File: config.mk
export PLATFORM = sky130hd
export DESIGN_NAME = rpn_conv_core
export DESIGN_NICKNAME = d
export VERILOG_FILES = /design/src/rtl/rpn_conv_core.sv
export SDC_FILE = /design/constraint.sdc
export NUM_CORES = 1
export LEC_CHECK = 0
export CAP_MARGIN = 10
export CORE_MARGIN = 5
export CORE_UTILIZATION = 30
export CTS_CLUSTER_SIZE = 25
export DETAILED_ROUTE_END_ITERATION = 12
export HOLD_SLACK_MARGIN = 0.02
export SYNTH_ARGS = -nofsm -noshare
export SYNTH_HDL_FRONTEND = slang
export SYNTH_SLANG_ARGS = --single-unit
File: constraint.sdc
create_clock -name CLK -period 5.6 [get_ports CLK]
set_clock_uncertainty 0.15 [all_clocks]
set_input_delay 1.68 -clock CLK [delete_from_list [all_inputs] [get_ports CLK]]
set_output_delay 1.68 -clock CLK [all_outputs]
set_load 0.1 [all_outputs]
File: src/rtl/rpn_conv_core.sv
// rpn_conv_core: infix-to-postfix token converter (shunting-yard).
// Numbers pass straight through to the output. Operators are ordered through
// an internal DEPTH-entry operator stack. Errors are sticky, and only reset
// clears them.
// Optional feature macro: RPN_CONV_POW_EN adds "^" (precedence 3,
// right-associative). Without it, "^" is reported as an unknown operator.
//
// Handshakes: a token moves on IN when IN_STB && IN_RDY, and on OUT when
// OUT_STB && OUT_ACK, both at the rising clock edge. OUT_STB stays asserted,
// and OUT_IS_OP/OUT_DAT stay constant, until the token is accepted.
module rpn_conv_core #(
    parameter int DW    = 8,
    parameter int DEPTH = 16,
    parameter int CW    = $clog2(DEPTH+1)
) (
    input  logic          CLK,
    input  logic          RST_N,
    input  logic          IN_STB,
    output logic          IN_RDY,
    input  logic          IN_IS_OP,
    input  logic [DW-1:0] IN_DAT,
    input  logic          IN_END,
    output logic          OUT_STB,
    input  logic          OUT_ACK,
    output logic          OUT_IS_OP,
    output logic [DW-1:0] OUT_DAT,
    output logic          DONE,
    output logic          ERR,
    output logic [1:0]    ERR_CODE,
    output logic [CW-1:0] LEVEL,
    output logic [3:0]    DBG_STATE
);

    localparam int AW = $clog2(DEPTH);

    localparam logic [7:0] CH_LP  = 8'h28; // "("
    localparam logic [7:0] CH_RP  = 8'h29; // ")"
    localparam logic [7:0] CH_MUL = 8'h2A; // "*"
    localparam logic [7:0] CH_ADD = 8'h2B; // "+"
    localparam logic [7:0] CH_SUB = 8'h2D; // "-"
    localparam logic [7:0] CH_DIV = 8'h2F; // "/"
    localparam logic [7:0] CH_POW = 8'h5E; // "^"

    localparam logic [1:0] E_OVF   = 2'd1;
    localparam logic [1:0] E_PAREN = 2'd2;
    localparam logic [1:0] E_UNK   = 2'd3;

    typedef enum logic [3:0] {
        S_IDLE     = 4'd0,
        S_EMIT_NUM = 4'd1,
        S_EVAL     = 4'd2,
        S_POP_EMIT = 4'd3,
        S_PUSH     = 4'd4,
        S_PAREN    = 4'd5,
        S_FLUSH    = 4'd6,
        S_DONE     = 4'd7,
        S_ERROR    = 4'd8
    } state_e;

    // Precedence of a binary operator. A non-operator returns 0.
    function automatic logic [1:0] prec_of(input logic [7:0] c);
        case (c)
            CH_ADD, CH_SUB: prec_of = 2'd1;
            CH_MUL, CH_DIV: prec_of = 2'd2;
`ifdef RPN_CONV_POW_EN
            CH_POW:         prec_of = 2'd3;
`endif
            default:        prec_of = 2'd0;
        endcase
    endfunction

    // True for every operator code the core understands, parentheses included.
    function automatic logic known_op(input logic [7:0] c);
        known_op = (c == CH_LP) || (c == CH_RP) || (prec_of(c) != 2'd0);
    endfunction

    function automatic logic right_assoc(input logic [7:0] c);
`ifdef RPN_CONV_POW_EN
        right_assoc = (c == CH_POW);
`else
        right_assoc = 1'b0 && (c == CH_POW);
`endif
    endfunction

    state_e          state_q, state_d;
    logic [CW-1:0]   lvl_q, lvl_d;
    logic [7:0]      op_q, op_d;
    logic [DW-1:0]   num_q, num_d;
    logic            err_q, err_d;
    logic [1:0]      code_q, code_d;
    logic            rst_meta_q, rst_sync_q;
    logic [7:0]      stack_q [DEPTH];
    logic            push_en;
    logic [AW-1:0]   top_idx;
    logic [7:0]      top;
    logic            empty, full, pop_cond;

    // The reset asserts asynchronously and releases synchronously to CLK.
    always_ff @(posedge CLK or negedge RST_N) begin
        if (!RST_N) begin
            rst_meta_q <= 1'b0;
            rst_sync_q <= 1'b0;
        end else begin
            rst_meta_q <= 1'b1;
            rst_sync_q <= rst_meta_q;
        end
    end

    assign top_idx  = lvl_q[AW-1:0] - AW'(1);
    assign top      = stack_q[top_idx];
    assign empty    = (lvl_q == '0);
    assign full     = (lvl_q == CW'(DEPTH));
    // Pop while the stacked operator binds at least as tightly as the one
    // held in op_q. For a right-associative operator it must bind strictly
    // tighter.
    assign pop_cond = !empty && (top != CH_LP) &&
                      (right_assoc(op_q) ? (prec_of(top) >  prec_of(op_q))
                                         : (prec_of(top) >= prec_of(op_q)));

    // Operator stack storage. Occupancy lives in lvl_q, so the entries
    // themselves need no reset.
    always_ff @(posedge CLK) begin
        if (push_en) begin
            stack_q[lvl_q[AW-1:0]] <= op_q;
        end
    end

    // State, occupancy, held token and sticky error registers.
    always_ff @(posedge CLK or negedge rst_sync_q) begin
        if (!rst_sync_q) begin
            state_q <= S_IDLE;
            lvl_q   <= '0;
            op_q    <= '0;
            num_q   <= '0;
            err_q   <= 1'b0;
            code_q  <= 2'd0;
        end else begin
            state_q <= state_d;
            lvl_q   <= lvl_d;
            op_q    <= op_d;
            num_q   <= num_d;
            err_q   <= err_d;
            code_q  <= code_d;
        end
    end

    // Next-state logic and output decode for the conversion FSM.
    always_comb begin
        state_d   = state_q;
        lvl_d     = lvl_q;
        op_d      = op_q;
        num_d     = num_q;
        err_d     = err_q;
        code_d    = code_q;
        push_en   = 1'b0;
        IN_RDY    = 1'b0;
        OUT_STB   = 1'b0;
        OUT_IS_OP = 1'b0;
        OUT_DAT   = '0;
        DONE      = 1'b0;

        case (state_q)
            S_IDLE: begin
                IN_RDY = rst_sync_q;
                if (IN_STB && rst_sync_q) begin
                    if (IN_END) begin
                        state_d = S_FLUSH;
                    end else if (!IN_IS_OP) begin
                        num_d   = IN_DAT;
                        state_d = S_EMIT_NUM;
                    end else begin
                        op_d    = IN_DAT[7:0];
                        state_d = S_EVAL;
                    end
                end
            end
            S_EMIT_NUM: begin
                OUT_STB = 1'b1;
                OUT_DAT = num_q;
                if (OUT_ACK) begin
                    state_d = S_IDLE;
                end
            end
            S_EVAL: begin
                if (!known_op(op_q)) begin
                    state_d = S_ERROR;
                    if (!err_q) begin
                        err_d  = 1'b1;
                        code_d = E_UNK;
                    end
                end else if (op_q == CH_LP) begin
                    if (full) begin
                        state_d = S_ERROR;
                        if (!err_q) begin
                            err_d  = 1'b1;
                            code_d = E_OVF;
                        end
                    end else begin
                        push_en = 1'b1;
                        lvl_d   = lvl_q + CW'(1);
                        state_d = S_IDLE;
                    end
                end else if (op_q == CH_RP) begin
                    state_d = S_PAREN;
                end else if (pop_cond) begin
                    state_d = S_POP_EMIT;
                end else begin
                    state_d = S_PUSH;
                end
            end
            S_POP_EMIT: begin
                OUT_STB      = 1'b1;
                OUT_IS_OP    = 1'b1;
                OUT_DAT[7:0] = top;
                if (OUT_ACK) begin
                    lvl_d   = lvl_q - CW'(1);
                    state_d = S_EVAL;
                end
            end
            S_PUSH: begin
                if (full) begin
                    state_d = S_ERROR;
                    if (!err_q) begin
                        err_d  = 1'b1;
                        code_d = E_OVF;
                    end
                end else begin
                    push_en = 1'b1;
                    lvl_d   = lvl_q + CW'(1);
                    state_d = S_IDLE;
                end
            end
            S_PAREN: begin
                if (empty) begin
                    state_d = S_ERROR;
                    if (!err_q) begin
                        err_d  = 1'b1;
                        code_d = E_PAREN;
                    end
                end else if (top == CH_LP) begin
                    lvl_d   = lvl_q - CW'(1);
                    state_d = S_IDLE;
                end else begin
                    OUT_STB      = 1'b1;
                    OUT_IS_OP    = 1'b1;
                    OUT_DAT[7:0] = top;
                    if (OUT_ACK) begin
                        lvl_d = lvl_q - CW'(1);
                    end
                end
            end
            S_FLUSH: begin
                if (empty) begin
                    state_d = S_DONE;
                end else if (top == CH_LP) begin
                    state_d = S_ERROR;
                    if (!err_q) begin
                        err_d  = 1'b1;
                        code_d = E_PAREN;
                    end
                end else begin
                    OUT_STB      = 1'b1;
                    OUT_IS_OP    = 1'b1;
                    OUT_DAT[7:0] = top;
                    if (OUT_ACK) begin
                        lvl_d = lvl_q - CW'(1);
                    end
                end
            end
            S_DONE: begin
                DONE    = 1'b1;
                state_d = S_IDLE;
            end
            S_ERROR: begin
                state_d = S_ERROR;
            end
            default: begin
                state_d = S_ERROR;
            end
        endcase
    end

    assign ERR       = err_q;
    assign ERR_CODE  = code_q;
    assign LEVEL     = lvl_q;
    assign DBG_STATE = state_q;

endmodule

==> impl_results.md, run 1 <==
* Outcome: completed
* Worst-case clock buffer depth at 2
* Area contributors post-synth: edfxtp_1 (53%), dfrtp_1 (10%), mux4_1 (6.9%)
* Global-route wire length before repair at 25.48 mm
* Met3 usage at 0.03269
* Vias at 4135
* Critical path launch point type: flip-flop
* Reg2reg start: op_q[5]
* Clock share of power at 0.265
* Fin. Hold Viols at 0
* TritonCTS clock tree: done
* Worst EP required at 3.77 ns
* Max-Slew Margin vs Limit at 0.2998
* Worst Setup SP: LEVEL[1]
* Hold_ws at around 0.11 ns
* Area delta synth->final at 20.31%
* GR Util met2 at 0.2044
* Clock latency on the worst-skew pair at between 0.4 and 0.5 ns
* Share of layout cells above drive strength 1 at 0.1825
* Yosys reg bits at 158
* DP Area at 0.008056 mm2
* NumNets Final at just over 500
* Fill count at between 2000 and 2500
* Ys Warns at 0
* Synth top area share at 0.5342
* # diodes at 0
* Hold buffers post-CTS at 0
* Gpl congestion at 0.8366
* Setup TNS at 0 ns
* Port bufs at 37
* Min Tclk post-route at 5.351 ns
* Pre-antenna DRT Iters at 5
* Synth Area per Inst at 16.06 um2
* Top FF cell, synth: edfxtp_1
* Sw power at 1.660 mW
* Post-detail-place hpwl at approximately 11 mm
* Die Span Y at 164.9 um
* RSZ-0062 raised after global routing: no
* Critical-path maximum fanout at 32
* Vias in the first global route at 4304
* Initial antenna violation count at 0
* CP max stage delay at 0.46 ns
* Delay-heaviest family, CP: multiplexers
* Clk slew on worst S/H paths at roughly 0.06 ns
* Final period util at 0.9555
* Clock Sinks at roughly 160
* Maximum vdd ir drop at 328.0 uV
* Num CTS Buffers at 17
* Sequential power share at 0.346
* Register area share after synthesis at 0.6385
* Hold Crit Class: flip-flop to asynchronous set/reset pin
* Total power at 4.464 mW
* Commonest cells post-synth: edfxtp_1 (128), nor2_1 (31), dfrtp_1 (30)
* Comb power frac at 0.389
* Cells after Synth at 448
* Worst-Margin Slew at around 1.0 ns
* Leading area contributor after synthesis: edfxtp_1
* Initial core utilization at 0.3056
* Grt peak-use layer: met2
* Post-DRT Antenna Nets at 0
* Die ar. at 0.02718 mm2
* GRT overflow at 0
* Met1 usage at 0.1718
* Final wirelength at ~17 mm
* DR iter-0 viols at 304
* WP buf/inv at 3
* Fmax at 0.1869 GHz
* Root Driver: clkbuf_16
* Largest net degree at the start of global routing at 38
* IO Pins at 38
* Die X at 164.9 um
* Max-slew violation total from the final report at 0
* Total GRT Usage at 0.1272
* Mapped Area at 0.007196 mm2
* Post-synth EDFFs at roughly 130
* Leakage at around 3.0 nW
* Post-Synthesis Net Count at 468
* Fin area at 0.008657 mm2
* # rows at between 50 and 60
* Routed WL per cell at 20.11 um
* DRC viols at 0
* WS Path Type: flip-flop to output pin
* CP Data Arrival Time at approximately 3.5 ns
* CTS HTree Levels at 4
* Placeable Area at around 0.024 mm2
* Internal Power at 2.804 mW
* Asr flop ratio synth at 0.1899
* Post-synth cell types at 61
* Pwr per Cell Area at 515.6 mW/mm2
* Crit-path cells: inv_1 > ha_1 > buf_12 > mux4_2 > mux2i_1 > mux2i_1 > nor3_1 > nand3b_2 > nand2_2 > nand2_1 > buf_12
* Critical-path top delay cell: dfrtp_2
* Final setup viols at 0
* Vias per inst at 5.024
* Type of element capturing the critical path: output pin
* Sw Ratio at 0.3719
* Max-capacitance violation count at 0
* Most numerous cell in the Yosys netlist: edfxtp_1
* Core Util, Final at 0.3677
## metal layers
metal  vias up  share of wire
li1       1878              -
met1      2118           0.46
met2       130           0.49
met3         9          0.049
met4         0         0.0076
met5         -              0
## power by group through the flow
| stage | clock network, mW | logic [mW] | registers (mW) |
|---|---|---|---|
| 2_1_floorplan | 0 | 1.12 | 1.72 |
| 4_1_cts | 1.20 | 1.75 | 1.55 |
| 5_1_grt | 1.26 | 1.84 | 1.56 |
| 3_3_place_gp | 0 | 1.72 | 1.56 |
| 3_5_place_dp | 0 | 1.74 | 1.57 |
| 6_report | 1.18 | 1.73 | 1.54 |
## placed cells by master (no fill, tap or decap), drive strengths merged, types with 4 or more instances in the layout
cell type,n
a22o,6
mux2i,23
o21ai,14
nor2b,9
and3,6
bufinv,4
ha,6
nand2,21
mux4,32
mux2,18
xnor2,5
nor2,31
clkbuf,18
nand2b,7
nor4,5
buf,19
inv,7
clkdlybuf4s50,26
nor3,12
a21oi,18
nand3,10
a211oi,4
clkinv,5
edfxtp,128
dfrtp,30
## cell families after synthesis
| logic type | count (synthesis) | synth area share |
|---|---|---|
| DFF | 158 | 0.6385 |
| AOI/OAI and AO/OA | 65 | 0.06104 |
| other | 1 | 0.0005211 |
| muxes | 73 | 0.1702 |
| buffers and inverters | 24 | 0.02017 |
| adders and majority gates | 6 | 0.01043 |
| and+or+nand+nor | 114 | 0.08538 |
| xor gates and xnor gates | 7 | 0.01374 |
## state kept, by name, summed over array words and instances, names as in the netlist
register,cells
DBG_STATE,4
ERR,1
ERR_CODE,2
LEVEL,5
num_q,8
op_q,8
rst_meta_q,1
rst_sync_q,1
stack_q,128
## worst paths after layout
check / to / slack, ns / cells after the start
setup / recovery: OUT_STB / 0.25 / 11
hold / removal: op_q[0] / 0.11 / 1
setup reg to reg: stack_q[1][4] / 1.51 / 10
hold reg to reg: op_q[0] / 0.11 / 1
max in group asynchronous: rst_meta_q / 3.92 / 1
min in group CLK: rst_sync_q / 0.21 / 0
## cell type report
class / count / area [um2] / area share
flip-flops and latches: 158 / 4597 / 0.5310
repair buffers: 45 / 553.0 / 0.06388
inverters: 5 / 18.77 / 0.002168
clock inverters: 12 / 168.9 / 0.01951
clock buffers: 18 / 429.2 / 0.04957
multi-input cells: 266 / 2491 / 0.2878
well taps: 319 / 399.1 / 0.04610
## per-stage QoR
step | std cells | setup slack, ns
3_3_place_gp | 793 | 0.6711
2_1_floorplan | 448 | -0.05089
3_5_place_dp | 793 | 0.6095
5_1_grt | 823 | 0.05132
4_1_cts | 823 | 0.1225
6_report | 823 | 0.2493
## what timing repair did
item / in CTS / in global routing
resized for setup: 0 / 1
buffers inserted: 0 / 0
endpoints found under the setup margin: 0 / 2
Note: power is estimated with default switching activity, not from simulation.
==> inputs of run 2 (changes only) <==
--- a/config.mk
+++ b/config.mk
@@ -6,11 +6,11 @@
 export NUM_CORES = 1
 export LEC_CHECK = 0
 export CAP_MARGIN = 10
-export CORE_MARGIN = 5
 export CORE_UTILIZATION = 30
 export CTS_CLUSTER_SIZE = 25
 export DETAILED_ROUTE_END_ITERATION = 12
 export HOLD_SLACK_MARGIN = 0.02
+export SKIP_LAST_GASP = 1
 export SYNTH_ARGS = -nofsm -noshare
 export SYNTH_HDL_FRONTEND = slang
 export SYNTH_SLANG_ARGS = --single-unit
==> constraint.sdc (replaced) <==
create_clock -name CLK -period 5.78 [get_ports CLK]
set_clock_uncertainty 0.15 [all_clocks]
set_input_delay 1.734 -clock CLK [delete_from_list [all_inputs] [get_ports CLK]]
set_output_delay 1.734 -clock CLK [all_outputs]
set_load 0.1 [all_outputs]
==> run 2 against run 1 <==
First-iteration DRC count rose by 47%. Sequential share of layout area rose by 0.15 points. Register-to-register slack improved by 0.07 ns. Combinational power fell by 5%. Critical endpoint is now OUT_IS_OP. Highest routed layer unchanged.
==> impl_results.md, run 2 (synthesis results as in run 1) <==
* Final setup viols at 0 (unchanged)
* Clock share of power at 0.256 (was 0.265)
* Final wirelength at 16.21 mm (was 16.55 mm)
* Area delta synth->final at 19.93% (was 20.31%)
* Pwr per Cell Area at 490.1 mW/mm2 (was 515.6 mW/mm2)
* DRC viols at 0 (unchanged)
* Root Driver: clkbuf_16 (unchanged)
* IO Pins at 38 (unchanged)
* Pre-antenna DRT Iters at 5 (unchanged)
* Largest net degree at the start of global routing at 38 (unchanged)
* Worst EP required at 3.90 ns (was 3.77 ns)
* TritonCTS clock tree: done (unchanged)
* Type of element capturing the critical path: output pin (unchanged)
* Max-capacitance violation count at 0 (unchanged)
* Final non-filler cell total at 826 (was 823)
* Total power at 4.229 mW (was 4.464 mW)
* Gpl congestion at 0.8735 (was 0.8366)
* GRT overflow at 0 (unchanged)
* Fin. Hold Viols at 0 (unchanged)
* Worst-case clock buffer depth at 2 (unchanged)
* Max-Slew Margin vs Limit at 0.2529 (was 0.2998)
* Global-route wire length before repair at 24.67 mm (was 25.48 mm)
* NumNets Final at 514 (was 513)
* Leakage at 3.009 nW (was 3.001 nW)
* Hold Crit Class: flip-flop to asynchronous set/reset pin (unchanged)
* Min Tclk post-route at 5.576 ns
* Post-detail-place hpwl at 10.46 mm (was 11.01 mm)
* Sequential power share at 0.353 (was 0.346)
* CP max stage delay at 0.52 ns (was 0.46 ns)
* Outcome: completed (unchanged)
* Fmax at ~0.18 GHz
* Most frequent cells in the layout: edfxtp_1 (128), nor2_1 (31), dfrtp_1 (29) (was edfxtp_1 (128), nor2_1 (31), dfrtp_1 (28))
* DR iter-0 viols at 446 (was 304)
* Initial core utilization at 0.3066 (was 0.3056)
* Critical-path maximum fanout at 35 (was 32)
* Hold_ws at 0.1040 ns (was 0.1081 ns)
* Worst-Margin Slew at 1.117 ns (was 1.047 ns)
* Num CTS Buffers at 17 (unchanged)
* Max-slew violation total from the final report at 0 (unchanged)
* Placeable Area at 0.02347 mm2 (was 0.02354 mm2)
* Crit-path cells: inv_1 > ha_1 > buf_12 > mux4_1 > mux2i_1 > mux2i_1 > nor3_1 > nand3b_2 > nand2_1 > nand2_1 > buf_12 (was inv_1 > ha_1 > buf_12 > mux4_2 > mux2i_1 > mux2i_1 > nor3_1 > nand3b_2 > nand2_2 > nand2_1 > buf_12)
* Clock latency on the worst-skew pair at 0.42 ns (about the same)
* Clock Sinks at 158 (unchanged)
* Share of layout cells above drive strength 1 at 0.1874 (was 0.1825)
* # diodes at 0 (unchanged)
* Sw power at 1.603 mW (was 1.660 mW)
* CTS HTree Levels at 4 (unchanged)
* Comb power frac at 0.391 (was 0.389)
* Commonest non-fill, non-tap cell in the layout: edfxtp_1 (unchanged)
* Critical path launch point type: flip-flop (unchanged)
* WS Path Type: flip-flop to output pin (unchanged)
* Routed WL per cell at 19.63 um (was 20.11 um)
* Post-CTS Setup Inserts at 0 (unchanged)
* Vias at 4160 (was 4135)
* Vias in the first global route at 4217 (was 4304)
* Internal Power at 2.626 mW (was 2.804 mW)
* Delay-heaviest family, CP: multiplexers (unchanged)
* Maximum vdd ir drop at 314.6 uV (was 328.0 uV)
* Die Span Y at 156.9 um (was 164.9 um)
* WP buf/inv at 3 (unchanged)
* Die ar. at 0.02461 mm2 (was 0.02718 mm2)
* Max FFs per register at 128 (unchanged)
* Setup TNS at 0 ns (unchanged)
* Placed cell count at 794 (was 793)
* Port bufs at 37 (unchanged)
* Critical-path top delay cell: dfrtp_1 (was dfrtp_2)
* Vias per inst at 5.036 (was 5.024)
* RSZ-0062 raised after global routing: no (unchanged)
* Final period util at 0.9647
* Total GRT Usage at 0.1399 (was 0.1272)
* CP Data Arrival Time at 3.69 ns (was 3.52 ns)
* Post-DRT Antenna Nets at 0 (unchanged)
* # rows at 56 (unchanged)
* Initial antenna violation count at 0 (unchanged)
* CTS resizes at 0 (unchanged)
* Die X at 156.9 um (was 164.9 um)
* Hold buffers post-CTS at 0 (unchanged)
* Sw Ratio at 0.3790 (was 0.3719)
* Clk slew on worst S/H paths at 0.06 ns (about the same)
-- run 2: changes by cell type in the layout (fill, tap and decap cells not counted), sizes merged --
cell,change
clkdlybuf4s50,+1
clkbuf,+4
clkinv,-1
bufinv,-4
inv,+3
-- run 2: layer usage --
| layer | up-vias | GRT usage | share of wire |
|---|---|---|---|
| met4 | 0 | 0.05509 | 0.016 |
| met1 | 2099 | 0.1762 | 0.44 |
| met5 | - | 0 | 0 |
| met2 | 161 | 0.2313 | 0.49 |
| met3 | 22 | 0.03351 | 0.052 |
| li1 | 1878 | - | - |
-- run 2: worst paths after layout --
kind                       startpoint             to  slack, ns  depth (start not counted)
max                          LEVEL[1]      OUT_IS_OP       0.20                         11
min                        rst_sync_q       num_q[4]       0.10                          1
max reg2reg                   op_q[5]  stack_q[6][5]       1.58                          8
min reg2reg                rst_sync_q       num_q[4]       0.10                          1
max in group asynchronous       RST_N     rst_sync_q       4.05                          1
min in group CLK           rst_meta_q     rst_sync_q       0.20                          0
-- run 2: worst register-to-register path: stages, from the launching register on --
cell and delay [ns]:
dfrtp_1 0.75, nor4b_1 0.62, nand3_1 0.24, nor2_1 0.15, a21oi_1 0.07, or3_1 0.42
nor2b_1 0.38, nand2_1 0.21, nor2_1 0.83
-- run 2: through the flow --
step	area [um2]	setup WS, ns	utilization
6_report	8630	0.2039	0.3676
5_1_grt	8630	0.009460	0.3676
4_1_cts	8630	0.1743	0.3676
3_5_place_dp	8045	0.6556	0.3428
3_3_place_gp	8045	0.7389	0.3428
2_1_floorplan	7209	0.05172	-
-- run 2: power groups by stage --
stage	Sequential, mW	Clock (mW)	Combinational, mW
2_1_floorplan	1.67	0	1.07
3_3_place_gp	1.51	0	1.64
3_5_place_dp	1.52	0	1.66
4_1_cts	1.49	1.10	1.67
5_1_grt	1.51	1.14	1.76
6_report	1.49	1.08	1.65
-- run 2: area by class of cell --
cell class / count / area, um2
well taps: 319 / 399.1
multi-input cells: 266 / 2469
clock inverters: 10 / 72.57
repair buffers: 46 / 563.0
fillers: 2168 / 14840
clock buffers: 22 / 511.7
flip-flops and latches: 158 / 4596
inverters: 5 / 18.77
